<file path="src/rtl/alu_bist.sv">
// Built-in self-test for the 32-bit ALU: walks 8 operand pairs x 5 ops, compares against a golden model.
// Reports pass/fail, saturating mismatch count, and index/result of the first mismatching check.
module alu_bist #(
  parameter int SETTLE       = 1,
  parameter bit STOP_ON_FAIL = 1'b0
) (
  input  logic        clk,
  input  logic        reset_n,
  input  logic        start,
  output logic [31:0] operand1,
  output logic [31:0] operand2,
  output logic [2:0]  alucontrol,
  input  logic [31:0] result,
  input  logic        zero,
  output logic        busy,
  output logic        done,
  output logic        pass,
  output logic [5:0]  fail_count,
  output logic [5:0]  first_fail_idx,
  output logic [31:0] first_fail_result
);

  typedef enum logic [2:0] {
    S_IDLE,
    S_DRIVE,
    S_WAIT,
    S_CHECK,
    S_DONE
  } state_t;

  localparam logic [3:0] LP_WAIT_LAST = 4'(SETTLE - 1);
  localparam logic [5:0] LP_LAST_IDX  = 6'd39;
  localparam logic [5:0] LP_NONE      = 6'd63;

  state_t      r_state;
  state_t      w_next;
  logic        r_rst_n;
  logic [3:0]  r_wait;
  logic [2:0]  r_vec;
  logic [2:0]  r_op;
  logic [5:0]  r_idx;
  logic [31:0] r_op1;
  logic [31:0] r_op2;
  logic [2:0]  r_ctl;
  logic [5:0]  r_fail_cnt;
  logic [5:0]  r_ff_idx;
  logic [31:0] r_ff_res;

  logic        w_load;
  logic        w_first;
  logic [2:0]  w_nvec;
  logic [2:0]  w_nop;
  logic [5:0]  w_nidx;
  logic [31:0] w_exp;
  logic        w_mismatch;

  function automatic logic [63:0] vec_rom(input logic [2:0] v);
    logic [63:0] r;
    case (v)
      3'd0:    r = {32'h0000_00CC, 32'h0000_00AA};
      3'd1:    r = {32'h0000_0030, 32'h0000_00C0};
      3'd2:    r = {32'h0000_00C0, 32'h0000_0030};
      3'd3:    r = {32'h0000_0000, 32'h0000_0000};
      3'd4:    r = {32'hFFFF_FFFF, 32'h0000_0001};
      3'd5:    r = {32'h8000_0000, 32'h7FFF_FFFF};
      3'd6:    r = {32'h1234_5678, 32'h1234_5678};
      default: r = {32'h7FFF_FFFF, 32'hFFFF_FFFF};
    endcase
    return r;
  endfunction

  function automatic logic [2:0] op_code(input logic [2:0] o);
    logic [2:0] c;
    case (o)
      3'd0:    c = 3'b000;
      3'd1:    c = 3'b001;
      3'd2:    c = 3'b010;
      3'd3:    c = 3'b110;
      3'd4:    c = 3'b111;
      default: c = 3'b000;
    endcase
    return c;
  endfunction

  // Reset asserts asynchronously; release is retimed so the FSM leaves reset on a clean edge.
  always_ff @(posedge clk or negedge reset_n) begin
    if (!reset_n) r_rst_n <= 1'b0;
    else          r_rst_n <= 1'b1;
  end

  always_comb begin
    w_exp = 32'd0;
    case (r_ctl)
      3'b000:  w_exp = r_op1 & r_op2;
      3'b001:  w_exp = r_op1 | r_op2;
      3'b010:  w_exp = r_op1 + r_op2;
      3'b110:  w_exp = r_op1 - r_op2;
      3'b111:  w_exp = {31'd0, $signed(r_op1) < $signed(r_op2)};
      default: w_exp = 32'd0;
    endcase
  end

  assign w_mismatch = (result != w_exp) || (zero != (w_exp == 32'd0));

  always_comb begin
    w_next  = r_state;
    w_load  = 1'b0;
    w_first = 1'b0;
    case (r_state)
      S_IDLE, S_DONE: begin
        if (start) begin
          w_next  = S_DRIVE;
          w_load  = 1'b1;
          w_first = 1'b1;
        end
      end
      S_DRIVE: w_next = S_WAIT;
      S_WAIT: begin
        if (r_wait == LP_WAIT_LAST) w_next = S_CHECK;
      end
      S_CHECK: begin
        if ((r_idx == LP_LAST_IDX) || (STOP_ON_FAIL && w_mismatch)) begin
          w_next = S_DONE;
        end else begin
          w_next = S_DRIVE;
          w_load = 1'b1;
        end
      end
      default: w_next = S_IDLE;
    endcase
  end

  always_comb begin
    w_nvec = r_vec;
    w_nop  = r_op + 3'd1;
    w_nidx = r_idx + 6'd1;
    if (w_first) begin
      w_nvec = 3'd0;
      w_nop  = 3'd0;
      w_nidx = 6'd0;
    end else if (r_op == 3'd4) begin
      w_nvec = r_vec + 3'd1;
      w_nop  = 3'd0;
    end
  end

  always_ff @(posedge clk or negedge r_rst_n) begin
    if (!r_rst_n) r_state <= S_IDLE;
    else          r_state <= w_next;
  end

  always_ff @(posedge clk or negedge r_rst_n) begin
    if (!r_rst_n) begin
      r_wait     <= 4'd0;
      r_vec      <= 3'd0;
      r_op       <= 3'd0;
      r_idx      <= 6'd0;
      r_op1      <= 32'd0;
      r_op2      <= 32'd0;
      r_ctl      <= 3'b000;
      r_fail_cnt <= 6'd0;
      r_ff_idx   <= LP_NONE;
      r_ff_res   <= 32'd0;
    end else begin
      if (w_load) begin
        r_vec          <= w_nvec;
        r_op           <= w_nop;
        r_idx          <= w_nidx;
        {r_op1, r_op2} <= vec_rom(w_nvec);
        r_ctl          <= op_code(w_nop);
      end
      if (r_state == S_DRIVE)     r_wait <= 4'd0;
      else if (r_state == S_WAIT) r_wait <= r_wait + 4'd1;
      // Only the first mismatch is latched; fail_count saturates, so a zero count marks the first mismatch of a run.
      if (w_first) begin
        r_fail_cnt <= 6'd0;
        r_ff_idx   <= LP_NONE;
        r_ff_res   <= 32'd0;
      end else if ((r_state == S_CHECK) && w_mismatch) begin
        if (r_fail_cnt != 6'd63) r_fail_cnt <= r_fail_cnt + 6'd1;
        if (r_fail_cnt == 6'd0) begin
          r_ff_idx <= r_idx;
          r_ff_res <= result;
        end
      end
    end
  end

  assign operand1          = r_op1;
  assign operand2          = r_op2;
  assign alucontrol        = r_ctl;
  assign busy              = (r_state == S_DRIVE) || (r_state == S_WAIT) || (r_state == S_CHECK);
  assign done              = (r_state == S_DONE);
  assign pass              = done && (r_fail_cnt == 6'd0);
  assign fail_count        = r_fail_cnt;
  assign first_fail_idx    = r_ff_idx;
  assign first_fail_result = r_ff_res;

endmodule
</file>
<file path="config.mk">
export PLATFORM = sky130hd
export DESIGN_NAME = alu_bist
export DESIGN_NICKNAME = d
export VERILOG_FILES = /design/src/rtl/alu_bist.sv
export SDC_FILE = /design/constraint.sdc
export NUM_CORES = 1
export LEC_CHECK = 0
export CORE_MARGIN = 2
export CORE_UTILIZATION = 28
export CTS_CLUSTER_SIZE = 12
export DETAILED_ROUTE_END_ITERATION = 12
export PLACE_DENSITY = 0.59
export SETUP_SLACK_MARGIN = 0.05
export SLEW_MARGIN = 20
export SYNTH_ARGS = -nofsm -noshare
export SYNTH_HDL_FRONTEND = slang
export SYNTH_SLANG_ARGS = --single-unit
</file>
<file path="constraint.sdc">
create_clock -name clk -period 3.8 [get_ports clk]
set_clock_uncertainty 0.1 [all_clocks]
set_input_delay 0.76 -clock clk [delete_from_list [all_inputs] [get_ports clk]]
set_output_delay 0.76 -clock clk [all_outputs]
set_load 0.02 [all_outputs]
</file>
==> results.md, run 1 <==
### STA
* Tmin final: 4.30 ns
* maximum clock rate: 0.232 GHz
* final period utilization: 113%
* count of final setup violators: 44
* slew of the pin with the lowest slew margin: 0.667 ns
* max-slew violation total from the final report: 0
* Setup TNS Final: -18.30 ns
* final critical-path setup slack: -0.503 ns
* final count of hold timing violations: 0
* Slew Limit Headroom: 55.5%
* unrepaired setup endpoints after global routing: yes
* worst-case hold slack: 0.261 ns

### Global routing
* wire length of the first global-routing pass: 47.1 mm
* initial antenna violation count: 0
* maximum number of pins on one net before global-route repair: 49
* global-route usage over all layers: 20.8%
* via count of the first global-routing pass: 8,173
* GRT Residual Overflow: 0

### Cells and area
* final design utilization: 41.3%
* diode count: 0
* Area Overhead vs Synth: 45.4%
* number of fill cells: 2,848
* count of nets after finishing: 1,350
* share of final-layout standard cells stronger than drive strength 1: 23.5%

### Detailed routing
* routed vias: 8,444
* total routed wirelength: 30.9 mm
* number of antenna-violating nets in the routed design: 0
* routed wirelength normalized by instance count: 18.7 microns
* remaining design rule violation count: 0
* post-detailed-route via-to-cell ratio: 5.11
* First DRT Iteration DRCs: 546
* detailed-router iteration count before antenna repair: 6

### Synth
* synth unique cells: 90
* Synth Net Count: 1,069
* proportion of register bits with asynchronous set or reset after synthesis: 100%
* Synth Warn #: 0
* synthesized area: 7880 sq um
* area fraction of the dominant cell type after synthesis: 25.1%
* proportion of synthesized chip area in sequential cells: 27.1%
* Avg Cell Area, Syn: 7.97 sq um
* top area cells in the synthesized netlist: sky130_fd_sc_hd__dfrtp_1 25%, sky130_fd_sc_hd__ha_1 6.8%, sky130_fd_sc_hd__mux2i_1 4.8%, sky130_fd_sc_hd__buf_4 4.6%, sky130_fd_sc_hd__nand2_1 4.5%
* instance count of the mapped netlist: 988
* flop and latch count out of synthesis: 85
* dominant register cell in the synthesized netlist: sky130_fd_sc_hd__dfrtp_1
* most area-hungry cell type in the Yosys netlist: sky130_fd_sc_hd__dfrtp_1
* number of synthesized flops with an enable pin: 0

### Power
* power per cell area: 826 nW/um^2
* Overall Power: 9.46 mW
* Peak VDD IR: 0.334 mV
* P_leak: 5.20 nW

### Setup path
* critical path startpoint category: flip-flop
* maximum fanout along the worst path: 6
* cell count of the worst reg-to-reg path: 16
* endpoint required time on the critical path: 3.96 ns
* Arr. time, crit path: 4.47 ns
* CP endpoint kind: flip-flop
* start-to-end type of the worst setup path: reg -> reg

### Placed design
* placed wire-length estimate: 24.7 mm
* global placement routability congestion: 1.00
* Setup WS pre-CTS: -0.745 ns
* count of input and output buffers: 149

### Outcome
* violations in the final reports: negative setup slack
* status: complete, but fails checks

### Die
* die extent in y: 172 microns
* number of primary I/O pins: 150
* x dimension of the die: 172 microns
* Die ar.: 29,500 sq um
* core area: 27,700 sq um
* starting density of the core: 28.4%
* number of rows in the core area: 61

### Clock network
* H-Tree Level Count: 3
* number of clock sinks: 85
* clk slew on worst S/H paths: 0.07 ns
* clock tree from TritonCTS: done
* clk_lat worst skew: 0.36 ns
* hold_buf cts: 0
* number of buffers added by the clock tree synthesis step: 9
* deepest clock path buffer count: 2
* Root Buffer: sky130_fd_sc_hd__clkbuf_16

### Min path
* worst min-delay path class: reg -> async

### Job
* max-capacitance violation count: 0

[cells in the final DEF (no fill, tap or decap), types with 7 or more instances in the layout]
| cell | n |
|---|---|
| sky130_fd_sc_hd__nor2_1 | 79 |
| sky130_fd_sc_hd__nand3_1 | 34 |
| sky130_fd_sc_hd__a31oi_1 | 13 |
| sky130_fd_sc_hd__o211ai_1 | 18 |
| sky130_fd_sc_hd__o22ai_1 | 8 |
| sky130_fd_sc_hd__clkbuf_16 | 11 |
| sky130_fd_sc_hd__nor2b_1 | 19 |
| sky130_fd_sc_hd__clkdlybuf4s50_1 | 149 |
| sky130_fd_sc_hd__nand2b_1 | 12 |
| sky130_fd_sc_hd__buf_4 | 208 |
| sky130_fd_sc_hd__inv_1 | 70 |
| sky130_fd_sc_hd__and3_1 | 10 |
| sky130_fd_sc_hd__nor4_1 | 9 |
| sky130_fd_sc_hd__mux2i_1 | 36 |
| sky130_fd_sc_hd__dfrtp_1 | 76 |
| sky130_fd_sc_hd__nand4_1 | 14 |
| sky130_fd_sc_hd__nor3_1 | 32 |
| sky130_fd_sc_hd__a211oi_1 | 10 |
| sky130_fd_sc_hd__o31ai_1 | 7 |
| sky130_fd_sc_hd__a21o_1 | 11 |
| sky130_fd_sc_hd__ha_1 | 38 |
| sky130_fd_sc_hd__nand2_1 | 94 |
| sky130_fd_sc_hd__xnor2_1 | 25 |
| sky130_fd_sc_hd__o21ai_0 | 46 |
| sky130_fd_sc_hd__a21oi_1 | 64 |
| sky130_fd_sc_hd__or2_2 | 7 |
[worst max-delay path, cell delays in order, from the launching register on]
cell,delay (ns)
sky130_fd_sc_hd__dfrtp_2,0.44
sky130_fd_sc_hd__clkinv_4,0.11
sky130_fd_sc_hd__ha_4,0.23
sky130_fd_sc_hd__o21ba_4,0.20
sky130_fd_sc_hd__or4_4,0.44
sky130_fd_sc_hd__a211oi_4,0.35
sky130_fd_sc_hd__buf_6,0.16
sky130_fd_sc_hd__nor2_4,0.04
sky130_fd_sc_hd__or3_4,0.38
sky130_fd_sc_hd__a211oi_4,0.34
sky130_fd_sc_hd__o2111ai_2,0.20
sky130_fd_sc_hd__nor4_4,0.41
sky130_fd_sc_hd__o211ai_4,0.16
sky130_fd_sc_hd__nand3_4,0.15
sky130_fd_sc_hd__buf_4,0.14
sky130_fd_sc_hd__buf_12,0.11
sky130_fd_sc_hd__mux2i_2,0.22
[layout make-up]
class                           instances  area (sq um)  area share (%)
Clock inverter                          5          42.5           0.371
Clock buffer                           11           243            2.12
Timing Repair Buffer                  367          3220            28.1
Inverter                               75           287            2.50
Tap cell                              378           473            4.13
Sequential cell                        85          2140            18.7
Multi-Input combinational cell        731          5050            44.1
[layer usage]
layer | part of all wire, % | GRT usage [%]
met1 | 46 | 28.0
met2 | 47 | 34.9
met3 | 4.6 | 2.95
met4 | 2.3 | 5.53
met5 | 0 | 0
[worst paths after layout]
kind                                    from                     to  slack (ns)
worst max-delay path            operand1[30]   first_fail_result[0]       -0.50
worst min-delay path                 r_rst_n            operand2[6]        0.26
min in group clk                    r_vec[2]               r_vec[2]        0.40
worst min register to register       r_rst_n            operand2[6]        0.26
worst max register to register  operand1[30]   first_fail_result[0]       -0.50
max in group asynchronous            r_rst_n  first_fail_result[16]        2.51
[cell families (layout without fill, tap and decap cells)]
group	count (synthesis)	count (layout)	share of synthesized area, %
AND/OR/NAND/NOR	356	356	22.7
AO/OA/AOI/OAI	259	259	22.8
buffers and inverters	172	458	11.6
flip-flops	85	85	27.1
adder cells (fa/ha/maj)	45	45	7.34
multiplexers	39	39	4.97
XOR/XNOR	31	31	3.45
other	1	1	0.0476
[sequential cells by signal, indices dropped and copies added (netlist names)]
register	count
operand2	10
operand1	8
first_fail_idx	6
first_fail_result	32
r_op	3
alucontrol	3
r_vec	3
fail_count	6
r_idx	6
r_wait	4
r_state	3
r_rst_n	1
[through the flow]
| stage | instance area [sq um] | std cells |
|---|---|---|
| floorplan | 7980 | 988 |
| global placement | 10800 | 1614 |
| detailed placement | 10800 | 1614 |
| CTS | 11300 | 1641 |
| global route | 11500 | 1652 |
| finish | 11500 | 1652 |
[synth_stat cells, drive strengths merged, types with 5 or more instances]
master,n
inv,73
o31ai,7
o211a,5
buf,69
nand4,15
mux2i,38
ha,43
and3,11
a211oi,16
nor4,12
a21o,11
clkbuf,28
o22ai,8
nor3,33
or3,7
o21a,7
nor2b,20
and2,6
nor2,80
a21oi,67
xnor2,25
o211ai,19
o31a,5
xor2,6
a22oi,5
or2,8
nand3,36
dfstp,6
dfrtp,79
nand2b,12
a211o,6
a31oi,13
and4,5
or4,5
nand2,94
o21ai,51
[what timing repair did]
| action | 4_1_cts | 5_1_grt |
|---|---|---|
| resized for setup | 21 | 23 |
| endpoints found under the setup margin | 44 | 44 |
| pin swaps | 7 | 14 |
| cloned | 2 | 2 |
| buffers inserted | 9 | 11 |
[power by group]
part           switching (mW)  internal [mW]
Clock                   0.399          0.471
Sequential              0.275           1.28
Combinational            3.87           3.16
Total                    4.54           4.91
Note: power is estimated with default switching activity, not from simulation.
==> run 2, diff against run 1 <==
ABC_CLOCK_PERIOD_IN_PS = 3800   (was not set)
==> results of run 2 <==
Final layout, timing and power as in run 1 (identical DEF).
